File: config.mk
export PLATFORM = sky130hd
export DESIGN_NAME = mac_seq_ctrl
export DESIGN_NICKNAME = d
export VERILOG_FILES = /design/src/rtl/mac_seq_ctrl.sv
export SDC_FILE = /design/constraint.sdc
export NUM_CORES = 1
export LEC_CHECK = 0
export CAP_MARGIN = 0
export CORE_ASPECT_RATIO = 1.5
export CORE_MARGIN = 5
export CORE_UTILIZATION = 40
export DETAILED_ROUTE_END_ITERATION = 8
export PLACE_DENSITY = 0.94
export SYNTH_ARGS = -nofsm -noshare
export SYNTH_HDL_FRONTEND = slang
export SYNTH_SLANG_ARGS = --single-unit
File: constraint.sdc
create_clock -name clk -period 2.2 [get_ports clk]
set_input_delay 0.44 -clock clk [delete_from_list [all_inputs] [get_ports clk]]
set_output_delay 0.44 -clock clk [all_outputs]
set_load 0.01 [all_outputs]
File: src/rtl/mac_seq_ctrl.sv
// Command sequencer in front of the MAC: accepts one job, streams its operand
// beats into the MAC lanes, captures the final C value and returns it on a ready/valid port.
module mac_seq_ctrl #(
    parameter int MIN_WIDTH  = 8,
    parameter int ACC_WIDTH  = 32,
    parameter int CONF_WIDTH = 3,
    parameter int LEN_WIDTH  = 8,
    parameter int RES_LAT    = 1
) (
    input  logic                          clk,
    input  logic                          rst,
    input  logic                          cmd_valid,
    output logic                          cmd_ready,
    input  logic [1:0]                    cmd_mode,
    input  logic                          cmd_acc,
    input  logic [ACC_WIDTH-1:0]          cmd_init,
    input  logic [LEN_WIDTH-1:0]          cmd_len,
    input  logic                          op_valid,
    output logic                          op_ready,
    input  logic [4*MIN_WIDTH-1:0]        op_a,
    input  logic [MIN_WIDTH-1:0]          op_b,
    output logic [MIN_WIDTH-1:0]          mac_a,
    output logic [MIN_WIDTH-1:0]          mac_dual,
    output logic [MIN_WIDTH-1:0]          mac_quad1,
    output logic [MIN_WIDTH-1:0]          mac_quad2,
    output logic [MIN_WIDTH-1:0]          mac_b,
    output logic                          mac_en,
    output logic                          mac_acc_clr,
    output logic [ACC_WIDTH+CONF_WIDTH-1:0] mac_cfg,
    input  logic [ACC_WIDTH-1:0]          mac_c,
    output logic                          res_valid,
    input  logic                          res_ready,
    output logic [ACC_WIDTH-1:0]          res_data,
    output logic                          busy
);

    typedef enum logic [2:0] {
        S_IDLE,
        S_LOAD,
        S_RUN,
        S_WAIT,
        S_DONE
    } state_t;

    state_t                  state;
    state_t                  state_nxt;
    logic [1:0]              mode_q;
    logic                    acc_q;
    logic [ACC_WIDTH-1:0]    init_q;
    logic [LEN_WIDTH-1:0]    len_q;
    logic [LEN_WIDTH-1:0]    beat_cnt;
    logic [LEN_WIDTH-1:0]    last_beat;
    logic [1:0]              wait_cnt;
    logic                    wait_last;
    logic [CONF_WIDTH-1:0]   conf;

    // Counter compares against len-1 so len = 2^LEN_WIDTH-1 finishes before any wrap.
    assign last_beat = len_q - LEN_WIDTH'(1);
    assign wait_last = (wait_cnt == 2'(RES_LAT - 1));
    assign busy      = (state != S_IDLE);

    always_comb begin
        conf                 = '0;
        conf[1:0]            = mode_q;
        conf[CONF_WIDTH-1]   = acc_q;
    end

    always_ff @(posedge clk) begin
        if (rst) begin
            state <= S_IDLE;
        end else begin
            state <= state_nxt;
        end
    end

    always_comb begin
        // NOTE: every output gets a default before the case so no path leaves one unassigned (no latches).
        state_nxt   = state;
        cmd_ready   = 1'b0;
        op_ready    = 1'b0;
        mac_en      = 1'b0;
        mac_acc_clr = 1'b0;
        res_valid   = 1'b0;
        mac_a       = '0;
        mac_dual    = '0;
        mac_quad1   = '0;
        mac_quad2   = '0;
        mac_b       = '0;
        mac_cfg     = '0;
        case (state)
            S_IDLE: begin
                cmd_ready = 1'b1;
                if (cmd_valid) begin
                    state_nxt = (cmd_len == '0) ? S_DONE : S_LOAD;
                end
            end
            S_LOAD: begin
                mac_acc_clr = 1'b1;
                mac_cfg     = {init_q, conf};
                state_nxt   = S_RUN;
            end
            S_RUN: begin
                op_ready  = 1'b1;
                mac_en    = op_valid;
                mac_cfg   = {init_q, conf};
                mac_a     = op_a[0*MIN_WIDTH +: MIN_WIDTH];
                mac_dual  = op_a[1*MIN_WIDTH +: MIN_WIDTH];
                mac_quad1 = op_a[2*MIN_WIDTH +: MIN_WIDTH];
                mac_quad2 = op_a[3*MIN_WIDTH +: MIN_WIDTH];
                mac_b     = op_b;
                if (op_valid && (beat_cnt == last_beat)) begin
                    state_nxt = S_WAIT;
                end
            end
            S_WAIT: begin
                mac_cfg = {init_q, conf};
                if (wait_last) begin
                    state_nxt = S_DONE;
                end
            end
            S_DONE: begin
                res_valid = 1'b1;
                if (res_ready) begin
                    state_nxt = S_IDLE;
                end
            end
            default: state_nxt = S_IDLE;
        endcase
    end

    // NOTE: registered state uses non-blocking assignments so every flop samples pre-edge values.
    always_ff @(posedge clk) begin
        if (rst) begin
            mode_q   <= '0;
            acc_q    <= 1'b0;
            init_q   <= '0;
            len_q    <= '0;
            beat_cnt <= '0;
            wait_cnt <= '0;
            res_data <= '0;
        end else begin
            case (state)
                S_IDLE: begin
                    if (cmd_valid) begin
                        mode_q <= cmd_mode;
                        acc_q  <= cmd_acc;
                        init_q <= cmd_init;
                        len_q  <= cmd_len;
                        // Zero-length jobs skip the MAC entirely.
                        if (cmd_len == '0) begin
                            res_data <= cmd_acc ? cmd_init : '0;
                        end
                    end
                end
                S_LOAD: begin
                    beat_cnt <= '0;
                    wait_cnt <= '0;
                end
                S_RUN: begin
                    if (op_valid) begin
                        beat_cnt <= beat_cnt + LEN_WIDTH'(1);
                    end
                end
                S_WAIT: begin
                    wait_cnt <= wait_cnt + 2'd1;
                    if (wait_last) begin
                        res_data <= mac_c;
                    end
                end
                default: ;
            endcase
        end
    end

endmodule

Word level (Yosys, flattened, before mapping):

Index checks and enable logic that the tools add are counted.

* $add $sub $neg: 3
* equal/unequal tests: 11
* reduce and logical (&&, ||, !) cells: 13
* mux-type cells: 25

Operators by type and width (count)
* $mux 32: 4
* $pmux 32 s2: 1
* $mux 8: 6
* $mux 35: 1
* $pmux 8 s2: 1
* $mux 3: 5
* $pmux 3 s5: 1
* $ne 2x2->1 const B: 6
* $add 8x1->8 const B: 1
* $eq 8x8->1: 1
* $logic_not 8->1: 1
* $reduce_and 4->1: 2
* $sub 8x1->8 const B: 1
* $eq 3x2->1 const B: 2
* $reduce_bool 2->1: 3
* $mux 1: 5
* $pmux 2 s2: 1
* $reduce_and 2->1: 2
* $eq 3x1->1 const B: 1
* $eq 3x3->1 const B: 1
* $logic_not 3->1: 1
* $reduce_bool 3->1: 1
* $reduce_or 3->1: 1
* $add 2x1->2 const B: 1
* other kinds (2): 2

* input bits: 120
* flip-flop bits (word level): 88
* word-level logic and storage cells: 60
* output and inout bits: 113

Logic depth before layout (Yosys ltp):

* word-level depth: 5
* mapped depth: 8
* gate-level depth less buffers: 7

Worst setup path after synthesis:

Ideal clock, no wire load.

* path type: register to register
* from: register len_q[0]
* to: register state[0]
* clock period less this slack: 1852 ps
* required time: 2114 ps
* library setup time: 86 ps
* slack: 348 ps
* path buffers: 0
* arrival time: 1766 ps
* cell stages (with the launch flop): 8
* path through: dfxtp_1 inv_1 ha_1 xor2_1 and4_1 o211ai_1 or4_1 a221oi_2

* longest elaborated chain between the ends: 5

Ends and longest elaborated chain
* from (decl): line 50 `logic [LEN_WIDTH-1:0] len_q;`
* from (signal assigned): line 148 `len_q <= cmd_len;`
* $sub 8x1->8: line 58 `assign last_beat = len_q - LEN_WIDTH'(1);`
* $eq 8x8->1: line 111 `if (op_valid && (beat_cnt == last_beat)) begin`
* $logic_and 1x1->1: line 111
* $ne 2x2->1 (no line)
* $reduce_and 4->1 (no line)
* to (signal assigned): line 72 `state <= state_nxt;`
* to (decl): line 45 `state_t state;`

Every way passes these cells.
A chain may end at the register's enable or synchronous reset.

Final worst setup path:

* from: register state[0]
* to: output cmd_ready

* longest elaborated chain between the ends: 2

Ends and longest elaborated chain
* $logic_not 3->1: line 90 `case (state)`
* $mux 1: line 90
* to (decl): line 13 `output logic cmd_ready,`

Every way passes these cells.

==> flow_summary_export.csv <==
group,metric,value,unit
cells_and_area,drive_gt1_share,8.37,%
run_status,status,"completed",
drt,routed_via_density,5.20,
yosys,ys_seq_area_share,40.3,%
timing,rsz0062_at_grt,"no",
grt,grt_antenna_before_repair,0,
critical_path,reg2reg_depth,5,
drt,routedWlPerCell,17.4,um
clock_network,clock_sinks,88,
timing,maxSlewHeadroom,66.8,%
clock_network,cts.path.max_buffers,2,
critical_path,crit_path_start_kind,"flop",
clock_network,clk_pin_slew,0.06,ns
critical_path,cp_max_fo,11,
grt,grt_pass1_wl,24.8,mm
critical_path,arrival,1.68,ns
yosys,synth_cells,581,
worst_hold_path,whs_path_depth,2,
yosys,async_reset_ff_share,0,%
yosys,ys_types,44,
pwr,leakage,3.20,nW
run,timing.max_cap.violations,0,
timing,setup-tns-final,0,ns
critical_path,cp.required,1.76,ns
worst_hold_path,min_to,"state[0]",
die,die_area,13100,sq um
worst_hold_path,hp-class,"in -> reg",
timing,finalSetupViolCount,0,
yosys,syn-num-nets,704,
die,dieWidth,95.3,um
grt,grt-ovfl-total,0,
drt,drt_iter0_markers,179,
clock_network,worstSkewPairLatency,0.34,ns
critical_path,regToRegEndpoint,"state[0]",
grt,grt_pass1_vias,4859,
die,die_h,138,um
yosys,avgSynthCellArea,7.52,sq um
clock_network,cts_root_buf,"clkbuf_16",
timing,finalCriticalPeriod,2.12,ns
critical_path,r2r_start,"len_q[2]",
drt,vias,4974,
cells_and_area,final_nets,930,
critical_path,crit_path_end_kind,"output pin",
yosys,yosys_warnings,0,
die,fp-row-count,46,
cells_and_area,stdcell_count,956,
timing,period_share,96.3,%
placed_design,placed_cells,934,
yosys,ys_seq_elements,88,
critical_path,critical_path_class,"reg -> out",
cells_and_area,area_growth,67.5,%
die,core_area,10600,sq um
placed_design,dpl_worst_slack,-0.179,ns
clock_network,cts_buffers,9,
timing,fin_ws,0.0814,ns
cells_and_area,nFillCells,860,
die,io_pins,233,
clock_network,cts_tree,"yes",
pwr,ir_drop,0.627,mV
drt,routed_wl,16.7,mm
timing,fin_hold_ws,0.328,ns
placed_design,place.detailed.hpwl,12.0,mm
grt,grt.total_usage,24.4,%
drt,ant_nets,0,
pwr,power_density,784,nW/um^2
cells_and_area,antenna_cells,0,
drt,drc,0,
grt,grt_max_degree,52,
worst_hold_path,min_from,"rst",
die,initial_utilization,41.0,%
clock_network,cts_max_level,3,
timing,hold_violations,0,
placed_design,globalplace.congestion,0.838,
timing,worst_pin_slew,0.498,ns
drt,drt-pass1-iter-count,4,
yosys,syn_area,4370,sq um
timing,fmax,0.472,GHz
placed_design,port_buffers,232,
timing,slew_viol_final,0,
timing,fin_worst_skew,0.00599,ns
yosys,synth-main-ff-cell,"dfxtp_1",
critical_path,ff2ff_setup_slack,0.21,ns
yosys,synth_edf_count,0,
-- stage by stage --
stage / power, mW / cell area [sq um] / util [%]
after floorplan: 2.95 / 4370 / -
after detailed placement: 4.07 / 6960 / 65.4
after CTS: 5.77 / 7300 / 68.6
after global placement: 4.02 / 6960 / 65.4
final: 5.74 / 7320 / 68.7
after global routing: 6.03 / 7320 / 68.7
-- routing by layer --
| metal | routed length, um | up-vias | GRT usage (%) |
|---|---|---|---|
| met1 | 6090 | 2304 | 27.2 |
| met4 | 649 | 0 | 12.7 |
| li1 | - | 2434 | - |
| met3 | 1180 | 46 | 6.68 |
| met5 | 0 | - | 0 |
| met2 | 8760 | 190 | 41.9 |
-- cell families (layout without fill, tap and decap cells) --
logic type      Yosys count  in the layout  synth area share, %
simple gates            320            320                 35.3
compound gates           91             91                 13.8
flops                    88             88                 40.3
buf+inv                  62            293                 5.73
xor+xnor                 17             17                 4.01
fa+ha+maj                 3              3                0.860
-- power breakdown --
group / switching [mW] / total (mW) / internal [mW]
Clock: 0.631 / 1.61 / 0.980
Combinational: 1.14 / 2.23 / 1.09
Sequential: 0.119 / 1.90 / 1.78
Total: 1.89 / 5.74 / 3.85
-- layout make-up --
class                           instances  area [sq um]  share of cell area (%)
Multi-Input combinational cell        431          2390                    32.7
Clock buffer                           13           270                    3.69
Timing Repair Buffer                  267          2620                    35.8
Sequential cell                        88          1770                    24.2
Tap cell                              144           180                    2.46
Clock inverter                          3          47.5                   0.650
Inverter                               10          37.5                   0.513
-- layout by cell type (no fill, tap or decap), types with 4 or more instances in the layout --
master / netlist / final
a311oi_1: 32 / 32
nand3_1: 36 / 36
nand4_1: 4 / 4
clkbuf_16: 0 / 9
inv_1: 8 / 8
nand2_1: 127 / 127
buf_4: 3 / 26
clkdlybuf4s50_1: 0 / 153
and3_1: 43 / 43
dlygate4sd2_1: 0 / 76
dfxtp_1: 88 / 85
a21oi_1: 50 / 50
xor2_1: 12 / 12
and2_1: 38 / 38
nor2_1: 50 / 47
buf_12: 0 / 7
-- worst max path at each step --
stage               cells past startpoint  startpoint           end
floorplan                               7    len_q[0]      state[0]
global placement                        8  cmd_len[3]  res_data[25]
detailed placement                      7  cmd_len[7]   res_data[4]
CTS                                     4    state[2]      op_ready
global route                            3    state[0]     cmd_ready
finish                                  3    state[0]     cmd_ready
-- synth_stat cells, types with 2 or more instances --
library cell  count  area, sq um
nand2b_1          2         12.5
nor2b_1           2         12.5
a311oi_1         32          280
and3_1           43          269
nand3b_1          2         15.0
nand2_1         127          477
xor2_1           12          105
a21oi_1          50          250
xnor2_1           3         26.3
ha_1              3         37.5
nor3_1            3         15.0
nor2_1           50          188
dfxtp_1          88         1760
and2_1           38          238
nand4_1           4         25.0
clkbuf_1         43          161
nand3_1          36          180
nor4_1            2         12.5
buf_2             5         25.0
a31oi_1           2         12.5
inv_2             2         7.51
inv_1             8         30.0
buf_4             3         22.5
-- timing repair --
item                                    in CTS  in global routing
endpoints found under the setup margin      77                  3
pin swaps                                    0                  1
cloned                                       2                  0
buffers inserted                             4                  0
hold buffers                                 0                  0
resized for setup                           86                  3
-- critical path: stages (launching register included) --
cell and delay (ns):
dfxtp_4 0.36, buf_4 0.18, nor3_4 0.22, clkdlybuf4s50_1 0.57
-- sequential cells by signal, summed over array words and instances, names as in the netlist --
signal	cells
beat_cnt	8
mode_q	2
res_data	32
state	3
init_q	32
acc_q	1
wait_cnt	2
len_q	8
Power figures use the tool's default switching activity.
